==> src/rtl/uart_frame_rx.sv <==
// Packet deframer for the UART RX byte stream.
// Hunts for SOF, LEN, payload[LEN], CHK frames, buffers the payload and
// forwards it on a valid/ready output only when the checksum is good.
// Status pulses and a saturating error count report every frame outcome.
module uart_frame_rx #(
    parameter int unsigned            DATA_WIDTH     = 8,
    parameter logic [DATA_WIDTH-1:0]  SOF_BYTE       = 8'hA5,
    parameter int unsigned            MAX_PAYLOAD    = 16,
    parameter int unsigned            TIMEOUT_CYCLES = 100000
) (
    input  logic                  clk,
    input  logic                  rst,
    input  logic [DATA_WIDTH-1:0] in_data,
    input  logic                  in_valid,
    output logic                  in_ready,
    output logic [DATA_WIDTH-1:0] out_data,
    output logic                  out_valid,
    input  logic                  out_ready,
    output logic                  out_last,
    output logic                  pkt_ok,
    output logic                  err_chk,
    output logic                  err_len,
    output logic                  err_timeout,
    output logic [7:0]            err_count
);

    localparam int unsigned AW = (MAX_PAYLOAD > 1) ? $clog2(MAX_PAYLOAD) : 1;
    localparam int unsigned LW = AW + 1;
    localparam int unsigned TW = $clog2(TIMEOUT_CYCLES + 1);

    typedef enum logic [2:0] {
        S_IDLE,
        S_LEN,
        S_PAYLOAD,
        S_CHK,
        S_SEND
    } state_t;

    state_t                state_q, state_d;
    logic [LW-1:0]         len_q, len_d;
    logic [AW-1:0]         wr_idx_q, wr_idx_d;
    logic [AW-1:0]         rd_idx_q, rd_idx_d;
    logic [DATA_WIDTH-1:0] sum_q, sum_d;
    logic [TW-1:0]         tmo_q, tmo_d;
    logic [DATA_WIDTH-1:0] buf_q [MAX_PAYLOAD];
    logic [DATA_WIDTH-1:0] buf_d [MAX_PAYLOAD];
    logic                  pkt_ok_q, pkt_ok_d;
    logic                  err_chk_q, err_chk_d;
    logic                  err_len_q, err_len_d;
    logic                  err_timeout_q, err_timeout_d;
    logic [7:0]            err_count_q, err_count_d;

    logic                  in_fire;
    logic                  last_beat;
    logic                  tmo_expire;
    logic [DATA_WIDTH-1:0] chk_total;

    // Output views derived directly from registered state.
    always_comb begin
        in_ready    = (state_q != S_SEND);
        in_fire     = in_valid && in_ready;
        out_valid   = (state_q == S_SEND);
        out_data    = buf_q[rd_idx_q];
        last_beat   = ({1'b0, rd_idx_q} == (len_q - LW'(1)));
        out_last    = out_valid && last_beat;
        pkt_ok      = pkt_ok_q;
        err_chk     = err_chk_q;
        err_len     = err_len_q;
        err_timeout = err_timeout_q;
        err_count   = err_count_q;
    end

    // Next-state logic for the frame hunter, buffer and status pulses.
    // The counter is cleared on the consuming edge, so expiry is flagged one
    // count early to land the pulse TIMEOUT_CYCLES-1 cycles after that byte.
    always_comb begin
        state_d       = state_q;
        len_d         = len_q;
        wr_idx_d      = wr_idx_q;
        rd_idx_d      = rd_idx_q;
        sum_d         = sum_q;
        tmo_d         = tmo_q;
        buf_d         = buf_q;
        pkt_ok_d      = 1'b0;
        err_chk_d     = 1'b0;
        err_len_d     = 1'b0;
        err_timeout_d = 1'b0;
        chk_total     = sum_q + in_data;
        tmo_expire    = (tmo_q == TW'(TIMEOUT_CYCLES - 2));

        case (state_q)
            S_IDLE: begin
                tmo_d = '0;
                if (in_fire && (in_data == SOF_BYTE)) begin
                    sum_d   = '0;
                    state_d = S_LEN;
                end
            end
            S_LEN, S_PAYLOAD, S_CHK: begin
                if (in_fire) begin
                    tmo_d = '0;
                    case (state_q)
                        S_LEN: begin
                            if ((in_data == '0) || (in_data > DATA_WIDTH'(MAX_PAYLOAD))) begin
                                err_len_d = 1'b1;
                                state_d   = S_IDLE;
                            end else begin
                                len_d    = LW'(in_data);
                                sum_d    = in_data;
                                wr_idx_d = '0;
                                state_d  = S_PAYLOAD;
                            end
                        end
                        S_PAYLOAD: begin
                            buf_d[wr_idx_q] = in_data;
                            sum_d           = sum_q + in_data;
                            wr_idx_d        = wr_idx_q + AW'(1);
                            if ({1'b0, wr_idx_q} == (len_q - LW'(1))) begin
                                state_d = S_CHK;
                            end
                        end
                        default: begin
                            if (chk_total == '0) begin
                                pkt_ok_d = 1'b1;
                                rd_idx_d = '0;
                                state_d  = S_SEND;
                            end else begin
                                err_chk_d = 1'b1;
                                state_d   = S_IDLE;
                            end
                        end
                    endcase
                end else if (tmo_expire) begin
                    err_timeout_d = 1'b1;
                    tmo_d         = '0;
                    state_d       = S_IDLE;
                end else begin
                    tmo_d = tmo_q + TW'(1);
                end
            end
            S_SEND: begin
                tmo_d = '0;
                if (out_ready) begin
                    if (last_beat) begin
                        state_d = S_IDLE;
                    end else begin
                        rd_idx_d = rd_idx_q + AW'(1);
                    end
                end
            end
            default: begin
                state_d = S_IDLE;
            end
        endcase

        err_count_d = err_count_q;
        if ((pkt_ok_d == 1'b0) && (err_chk_d || err_len_d || err_timeout_d)
            && (err_count_q != 8'hFF)) begin
            err_count_d = err_count_q + 8'd1;
        end
    end

    // Control and status registers, cleared by asynchronous reset.
    always_ff @(posedge clk or posedge rst) begin
        if (rst) begin
            state_q       <= S_IDLE;
            len_q         <= '0;
            wr_idx_q      <= '0;
            rd_idx_q      <= '0;
            sum_q         <= '0;
            tmo_q         <= '0;
            pkt_ok_q      <= 1'b0;
            err_chk_q     <= 1'b0;
            err_len_q     <= 1'b0;
            err_timeout_q <= 1'b0;
            err_count_q   <= '0;
        end else begin
            state_q       <= state_d;
            len_q         <= len_d;
            wr_idx_q      <= wr_idx_d;
            rd_idx_q      <= rd_idx_d;
            sum_q         <= sum_d;
            tmo_q         <= tmo_d;
            pkt_ok_q      <= pkt_ok_d;
            err_chk_q     <= err_chk_d;
            err_len_q     <= err_len_d;
            err_timeout_q <= err_timeout_d;
            err_count_q   <= err_count_d;
        end
    end

    // Payload storage; contents are meaningless until written, so no reset.
    always_ff @(posedge clk) begin
        buf_q <= buf_d;
    end

endmodule

==> config.mk <==
export PLATFORM = sky130hd
export DESIGN_NAME = uart_frame_rx
export DESIGN_NICKNAME = d
export VERILOG_FILES = /design/src/rtl/uart_frame_rx.sv
export SDC_FILE = /design/constraint.sdc
export NUM_CORES = 1
export LEC_CHECK = 0
export CAP_MARGIN = 15
export CORE_ASPECT_RATIO = 1.1
export CORE_MARGIN = 2
export CORE_UTILIZATION = 25
export CTS_BUF_LIST = sky130_fd_sc_hd__clkbuf_4
export DETAILED_ROUTE_END_ITERATION = 6
export HOLD_SLACK_MARGIN = 0.12
export PLACE_DENSITY = 0.45
export RECOVER_POWER = 50
export SKIP_CTS_REPAIR_TIMING = 1
export SLEW_MARGIN = 0
export SYNTH_ARGS = -nofsm -noshare
export SYNTH_HDL_FRONTEND = slang
export SYNTH_SLANG_ARGS = --single-unit
==> constraint.sdc <==
create_clock -name clk -period 7.2 [get_ports clk]
set_input_delay 1.44 -clock clk [delete_from_list [all_inputs] [get_ports clk]]
set_output_delay 1.44 -clock clk [all_outputs]
set_load 0.05 [all_outputs]
# After elaboration in Yosys (flattened, before gate mapping)
# Index checks and enable logic that the tools add are counted.
[word_totals] reg_bits=181 in_bits=12 output_inout_bits=23 wordCells=135
[classes] n_addsub=6 n_lt_le_gt_ge=4 n_eq_ne=22 n_mux=47 bitwise_logic=4 n_reduce_logical=25
[ops] operator="bitwise mux 128 bit" n=1
[ops] operator="two-way mux 8 bit" n=6
[ops] operator="two-way mux 17 bit" n=2
[ops] operator="case mux 17 bit (2 select lines)" n=1
[ops] operator="binary-select mux 8 bit (select 4 bit)" n=1
[ops] operator="demux 8 bit (select 4 bit)" n=1
[ops] operator="case mux 8 bit (2 select lines)" n=2
[ops] operator="two-way mux 4 bit" n=6
[ops] operator="two-way mux 3 bit" n=7
[ops] operator="adder 17 x 1 -> 17 bit, second input constant" n=1
[ops] operator="equality test 17 bit, second input constant" n=1
[ops] operator="logical NOT 8 bit" n=2
[ops] operator="case mux 4 bit (2 select lines)" n=2
[ops] operator="two-way mux 1 bit" n=15
[ops] operator="!= test 2 bit, second input constant" n=6
[ops] operator="!= test 3 bit, second input constant" n=4
[ops] operator="equality test 4 x 5 -> 1 bit" n=2
[ops] operator=">= comparator 5 bit, second input constant" n=2
[ops] operator="NOT 4 -> 5 bit" n=2
[ops] operator="AND reduction 5 bit" n=2
[ops] operator="case mux 3 bit (3 select lines)" n=1
[ops] operator="adder 4 x 1 -> 4 bit, second input constant" n=2
[ops] operator="adder 8 x 1 -> 8 bit, second input constant" n=1
[ops] operator="adder 8 bit" n=1
[ops] operator="other kinds (22)" n=37

# Depth between registers and ports, before layout
# Gate-level depths: netlist of the first run.
[depth] word_depth=10 ltp_mapped=10 depth_no_buf=9

# Worst setup path before layout of the first run
# Ideal clock, no wire load.
[synth_timing] path_kind="register to output" start="register rd_idx_q[0]" end="output port out_data[7]" arrival_ps=2481 setup_slack_ps=3279 path_stages_with_launch=5 n_path_buf=2 path_cell_list="dfrtp_1 -> clkbuf_1 -> buf_1 -> mux4_2 -> mux4_2"
[synth_between] elab_chain_cells=4
[synth_rtl] item="from (decl)" line_no="42" text="logic [AW-1:0] rd_idx_q, rd_idx_d;"
[synth_rtl] item="from (signal assigned)" line_no="181" text="rd_idx_q <= rd_idx_d;"
[synth_rtl] item="NOT 4 -> 5 bit (not written as such)" line_no="63" text="out_data = buf_q[rd_idx_q];"
[synth_rtl] item="binary-select mux 8 bit (select 4 bit)" line_no="63"
[synth_rtl] item="two-way mux 8 bit (not written as such) (2 in a row)" line_no="63"
[synth_rtl] item="to (decl)" line_no="16" text="output logic [DATA_WIDTH-1:0] out_data,"
# Every way passes these cells. The select of a mux whose other input is x is not followed.

# Worst setup path in the final report of the first run
[layout_timing] start="register rd_idx_q[0]" end="output port out_data[3]"
# The elaborated chain is that of the path after synthesis.

==> qor.csv, run 1 <==
stage,metric,value,unit
run_status,status,"complete, but fails checks",
run_status,violations,"max-capacitance violations, max-slew violations",
pwr,power.total,2.532,mW
cts,cts.reportedPaths.clkPinSlew,190,ps
hold_path,whs_endpoint,rd_idx_q[3]$_DFFE_PP0P_,
cts,cts_tree,built,
global_route,antenna_found_initial,1,
timing,setup_slack,2034,ps
cts,ctsLongestPathBuffers,2,
final_layout,fin_area,9365,sq um
timing,min_period,5166,ps
drt,routed_wl,20.15,mm
logic_synthesis,yosysUniqueCellTypes,63,
pwr,internal-power,1.639,mW
die,die_w,176.6,um
timing,rsz0062_at_grt,false,
timing,setup_tns,0,ps
critical_path,crit_path_end_kind,output pin,
hold_path,min_from,rd_idx_q[3]$_DFFE_PP0P_,
critical_path,cp_data_arrival_time,3730,ps
pwr,power_switching,0.8929,mW
logic_synthesis,netlist_instances,562,
logic_synthesis,ys_seq_elements,181,
die,die_area,34250,sq um
timing,post-route-period-util,0.7176,
die,core_area,32290,sq um
pwr,p_per_area,270.4,nW/um^2
place,post-place-ws,1683,ps
pwr,peakVddDrop,0.2622,mV
critical_path,crit_path_max_incr_delay,820,ps
global_route,first_global_vias,5079,
global_route,grt_overflow,0,
cts,cts_buffers,17,
critical_path,r2r_cells,6,
logic_synthesis,synthTopCellsByArea,"edfxtp_1 (47%), dfrtp_1 (16%), mux4_2 (11%)",
final_layout,drive_gt1_frac,0.1581,
final_layout,final_common_cell,edfxtp_1,
global_route,grt_use_total,0.1213,
pwr,clkPwrFrac,0.239,
place,dpl_cell_area,9066,sq um
critical_path,rr_startpoint,state_q[0]$_DFFE_PP0P_,
logic_synthesis,ys_seq_area_frac,0.6308,
pwr,sw_frac_of_total,0.3526,
logic_synthesis,synth.avg_cell_area,14.58,sq um
critical_path,cp_data_required_time,5760,ps
final_layout,nNetsFinal,636,
final_layout,fin_cells,1047,
logic_synthesis,synth_edf_count,128,
drt,routedWlPerCell,19.25,um
run,max_cap_violations,1,
logic_synthesis,yosysTopAreaCellShare,0.4690,
die,pin_count,35,
drt,first_pass_iters,5,
die,die_h,193.9,um
timing,relSlewSlack,-1.059,
logic_synthesis,ys.warnings.count,0,
timing,report.final.slew_viol_count,54,
critical_path,path_cells,buf_4 > mux4_2 > mux4_2 > clkdlybuf4s50_1,
timing,worstMarginPinSlew,3088,ps
hold_path,holdPathStages,1,
critical_path,r2r-end,buf_q[57]$_DFFE_PP_,
place,place.gp.congestion,0.8279,
logic_synthesis,async_flop_share,0.2928,
critical_path,r2r_setup_slack,3650,ps
final_layout,syn2layout_area_growth,14.27,%
drt,vias,4952,
die,fp-row-count,69,
place,dp.cells,1012,
drt,viasPerCell,4.730,
drt,first_iter_violations,320,
critical_path,crit_type,reg2out,
final_layout,layout_common_cells,"edfxtp_1 (128), dfrtp_1 (52), nand2_1 (46)",
place,port_buffers,34,
critical_path,cp-start-kind,register,
pwr,comb_power_share,0.252,
logic_synthesis,ys.flop_type,edfxtp_1,
logic_synthesis,synthesis.nets,591,
critical_path,crit_path_max_fanout,20,
place,dpl.hpwl,13.46,mm
timing,final_hold_viol_count,0,
cts,clock_sinks,181,
global_route,grt_pass1_wl,31.30,mm
timing,finalSetupViolCount,0,
pwr,p_leak,3.133,nW
logic_synthesis,netlist_area,8195,sq um
critical_path,cp_common_cell,mux4_2,
drt,drc_errors,0,
timing,whs,491.7,ps
drt,antenna_left,0,
timing,finClkSkew,33.50,ps
timing,max_freq,193.6,MHz
global_route,grt_max_degree,54,
die,start_util,0.2538,
critical_path,cpMaxStageDelayCell,dfrtp_2,
pwr,p_seq_frac,0.509,
cts,cts_max_level,4,
hold_path,worstHoldPathType,reg2reg,
cts,clock_latency,570,ps
final_layout,utilization,0.2900,
logic_synthesis,synth_top_area_cell,edfxtp_1,
cts,root_buffer,clkbuf_4,
-- cells by family after synthesis --
kind of cell / after synthesis / share of synthesized area
flip-flops: 181 / 0.6308
AND/OR/NAND/NOR: 174 / 0.1140
AO/OA/AOI/OAI: 85 / 0.06764
buffers and inverters: 35 / 0.01649
XOR/XNOR: 22 / 0.02351
adder cells (fa/ha/maj): 17 / 0.02687
multiplexers: 48 / 0.1206
-- synthesized netlist by cell type (2+ instances only) --
| master | count |
|---|---|
| a211oi_1 | 2 |
| a21oi_1 | 10 |
| a22o_1 | 5 |
| a31oi_1 | 2 |
| and2_1 | 3 |
| and3_1 | 6 |
| and4_1 | 2 |
| buf_1 | 2 |
| buf_2 | 3 |
| clkbuf_1 | 15 |
| dfrtp_1 | 53 |
| edfxtp_1 | 128 |
| ha_1 | 16 |
| inv_1 | 13 |
| mux2_1 | 2 |
| mux2_2 | 4 |
| mux2i_1 | 2 |
| mux4_2 | 40 |
| nand2_1 | 46 |
| nand2b_1 | 7 |
| nand3_1 | 18 |
| nand4_1 | 12 |
| nor2_1 | 29 |
| nor2b_1 | 11 |
| nor3_1 | 11 |
| nor3b_1 | 5 |
| nor4_1 | 6 |
| nor4b_1 | 2 |
| nor4b_2 | 3 |
| o211a_1 | 2 |
| o21a_1 | 3 |
| o21ai_0 | 39 |
| o21ba_2 | 2 |
| o31ai_1 | 7 |
| or2_2 | 2 |
| or4_1 | 2 |
| xnor2_1 | 15 |
| xor2_1 | 7 |
-- layout make-up --
cell class / instances / area [sq um]
fillers: 3251 / 22920
diodes: 1 / 2.502
clock buffers: 17 / 127.6
well taps: 426 / 533.0
repair buffers: 46 / 412.9
flip-flops and latches: 181 / 5171
clock inverters: 15 / 182.7
inverters: 15 / 56.30
multi-input cells: 346 / 2879
-- power by group through the flow --
stage	Combinational (mW)	Clock (mW)	Sequential [mW]
floorplan	0.444	0	1.32
global placement	0.635	0	1.31
detailed placement	0.639	0	1.31
CTS	0.642	0.628	1.29
global route	0.702	0.669	1.30
finish	0.637	0.606	1.29
-- layer usage --
metal  track usage  share of wire  vias up
met5             0              0        -
li1              -              -     2273
met4       0.02112         0.0072        0
met1        0.1627           0.46     2573
met2        0.2056           0.50       97
met3       0.02353          0.033        9
-- state kept, by name, summed over array words and instances (netlist names) --
register / flops
sum_q: 8
err_timeout: 1
tmo_q: 17
buf_q: 128
err_chk: 1
state_q: 3
err_count: 8
len_q: 5
pkt_ok: 1
wr_idx_q: 4
rd_idx_q: 4
err_len: 1
-- critical path, delay by kind of cell, from the launching register on --
family                 cells  cell delay (ps)
DFF                        1              820
buffers and inverters      2             1210
muxes                      2             1080
-- worst max path at each step --
| stage | slack, ps | cells past startpoint | startpoint | end |
|---|---|---|---|---|
| 2_1_floorplan | 3280 | 4 | rd_idx_q[0]$_DFFE_PP0P_ | out_data[7] |
| 5_1_grt | 1750 | 4 | rd_idx_q[0]$_DFFE_PP0P_ | out_data[3] |
| 4_1_cts | 1880 | 4 | rd_idx_q[0]$_DFFE_PP0P_ | out_data[3] |
| 6_report | 2030 | 4 | rd_idx_q[0]$_DFFE_PP0P_ | out_data[3] |
| 3_5_place_dp | 1680 | 7 | in_data[2] | buf_q[123]$_DFFE_PP_ |
| 3_3_place_gp | 1870 | 7 | in_data[2] | buf_q[98]$_DFFE_PP_ |
(Power assumes the default switching activity.)
==> run 2: changes to the inputs <==
Clock period 7.2 ns to 5.3 ns, I/O delays scaled along.
==> run 2 against run 1 <==
Compared with the run above:
- the flow still finishes with violations (max-capacitance violations, max-slew violations)
- combinational power increased by 36%
- sequential power increased by 36%
- worst hold slack improved by 4.1 ps
- via count decreased by 1.5%
- design area increased by 1.2%
- clock power increased by 43%
- sequential share of layout area decreased by 0.66 points
- die area unchanged
- sequential cell count unchanged
- worst setup slack got worse by 1300 ps
- wire length decreased by 1.8%
- critical path type unchanged
==> qor.csv, run 2 (synthesis results as in run 1) <==
stage,metric,value,unit,change
drt,vias,4879,,-1.5%
timing,rsz0062_at_grt,false,,
die,core_area,32290,sq um,unchanged
final_layout,layout_common_cells,"edfxtp_1 (128), dfrtp_1 (52), nand2_1 (46)",,
place,dpl_cell_area,9199,sq um,+1.5%
run_status,status,"complete, but fails checks",,
final_layout,nFillCells,3288,,+1.1%
critical_path,crit_type,reg2out,,
critical_path,cp_data_required_time,4240,ps,-1520 ps
timing,relSlewSlack,-0.2339,,+0.8249
pwr,internal-power,2.209,mW,+35%
critical_path,rr_startpoint,state_q[0]$_DFFE_PP0P_,,
final_layout,largest_register_ffs,128,,unchanged
critical_path,crit_path_max_fanout,16,,-20%
critical_path,r2r-end,state_q[0]$_DFFE_PP0P_,,
pwr,p_leak,3.191,nW,+1.9%
cts,ctsLongestPathBuffers,2,,unchanged
run_status,violations,"max-capacitance violations, max-slew violations",,
timing,final_hold_viol_count,0,,unchanged
cts,cts_buffers,17,,unchanged
place,place.gp.congestion,0.7835,,-5.4%
final_layout,multi_input_area,2877,sq um,about the same
final_layout,final_common_cell,edfxtp_1,,
hold_path,min_from,rd_idx_q[3]$_DFFE_PP0P_,,
drt,routedWlPerCell,18.66,um,-3.1%
timing,worstMarginPinSlew,1851,ps,-1237 ps
final_layout,drive_gt1_frac,0.1656,,+0.007551
die,start_util,0.2538,,unchanged
final_layout,utilization,0.2935,,+0.003487
cts,cts_tree,built,,
pwr,p_seq_frac,0.502,,-0.007
critical_path,r2r_setup_slack,2010,ps,-1640 ps
place,dpl.hpwl,14.12,mm,+4.9%
cts,cts.reportedPaths.clkPinSlew,160,ps,-30 ps
pwr,power.total,3.481,mW,+37%
timing,setup_slack,745.7,ps,-1288 ps
hold_path,whs_endpoint,rd_idx_q[3]$_DFFE_PP0P_,,
global_route,grt_use_total,0.1198,,-0.001546
cts,root_buffer,clkbuf_4,,
hold_path,worstHoldPathType,reg2reg,,
timing,setup_tns,0,ps,unchanged
pwr,comb_power_share,0.250,,-0.002
global_route,grt_overflow,0,,unchanged
cts,clock_sinks,181,,unchanged
die,fp-row-count,69,,unchanged
critical_path,crit_path_end_kind,output pin,,
drt,drc_errors,0,,unchanged
critical_path,startpoint,rd_idx_q[0]$_DFFE_PP0P_,,
drt,routed_wl,19.79,mm,-1.8%
global_route,first_global_vias,5190,,+2.2%
run,max_cap_violations,1,,unchanged
pwr,peakVddDrop,0.2482,mV,-5.4%
final_layout,fin_area,9478,sq um,+1.2%
global_route,grt_pass1_wl,30.99,mm,-0.99%
pwr,sw_frac_of_total,0.3653,,+0.01271
timing,finClkSkew,31.01,ps,-2.489 ps
final_layout,syn2layout_area_growth,15.65,%,
die,die_area,34250,sq um,unchanged
cts,cts_max_level,4,,unchanged
place,post-place-ws,870.6,ps,-812.2 ps
critical_path,r2r_cells,6,,unchanged
hold_path,holdPathStages,1,,unchanged
final_layout,seq_area,5171,sq um,unchanged
drt,first_iter_violations,247,,-23%
place,dp.cells,1028,,+1.6%
die,die_w,176.6,um,unchanged
timing,report.final.slew_viol_count,32,,-41%
timing,post-route-period-util,0.8593,,
timing,finalSetupViolCount,0,,unchanged
timing,max_freq,219.6,MHz,
die,die_h,193.9,um,unchanged
drt,antenna_left,0,,unchanged
global_route,antenna_found_initial,2,,+1
final_layout,nNetsFinal,650,,+2.2%
pwr,power_switching,1.272,mW,+42%
drt,first_pass_iters,4,,-1
timing,whs,495.8,ps,+4.100 ps
global_route,grt_max_degree,32,,-41%
drt,viasPerCell,4.598,,-2.8%
critical_path,cp-start-kind,register,,
die,pin_count,35,,unchanged
final_layout,top_regs,"buf_q (128), tmo_q (17)",,
pwr,p_per_area,367.2,nW/um^2,+36%
cts,clock_latency,590,ps,+20 ps
pwr,clkPwrFrac,0.248,,+0.009
critical_path,cp_data_arrival_time,3490,ps,-240 ps
place,port_buffers,34,,unchanged
final_layout,regMostFlops,buf_q,,
final_layout,fin_cells,1061,,+1.3%
timing,min_period,4554,ps,
## run 2: worst max-delay path, cell delays in order (launching register included)
cell,delay (ps)
dfrtp_2,780
buf_4,320
mux4_2,560
mux4_2,520
clkdlybuf4s50_1,740
## run 2: layer usage
layer	GRT usage	wire, um	up-vias
li1	-	-	2297
met1	0.1528	8680	2484
met2	0.2057	10180	82
met3	0.02471	692	14
met4	0.03153	233	2
met5	0	8	-
## run 2: cell type report
| type | count | share of cell area |
|---|---|---|
| Inverter | 15 | 0.005941 |
| Clock buffer | 17 | 0.01347 |
| Antenna cell | 1 | 0.0002640 |
| Tap cell | 426 | 0.05624 |
| Clock inverter | 15 | 0.02112 |
| Multi-Input combinational cell | 346 | 0.3035 |
| Sequential cell | 181 | 0.5456 |
| Timing Repair Buffer | 60 | 0.05386 |
## run 2: power by group through the flow
stage / Sequential [mW] / Clock, mW / Combinational, mW
3_5_place_dp: 1.78 / 0 / 0.878
4_1_cts: 1.75 / 0.895 / 0.884
2_1_floorplan: 1.79 / 0 / 0.603
6_report: 1.75 / 0.864 / 0.869
3_3_place_gp: 1.77 / 0 / 0.866
5_1_grt: 1.77 / 0.948 / 0.970
## run 2: worst max path at each step
| stage | to | depth (start not counted) |
|---|---|---|
| after floorplan | out_data[7] | 4 |
| after global placement | rd_idx_q[0]$_DFFE_PP0P_ | 10 |
| after detailed placement | rd_idx_q[0]$_DFFE_PP0P_ | 10 |
| after CTS | out_data[0] | 4 |
| after global routing | out_data[3] | 4 |
| final | out_data[0] | 4 |
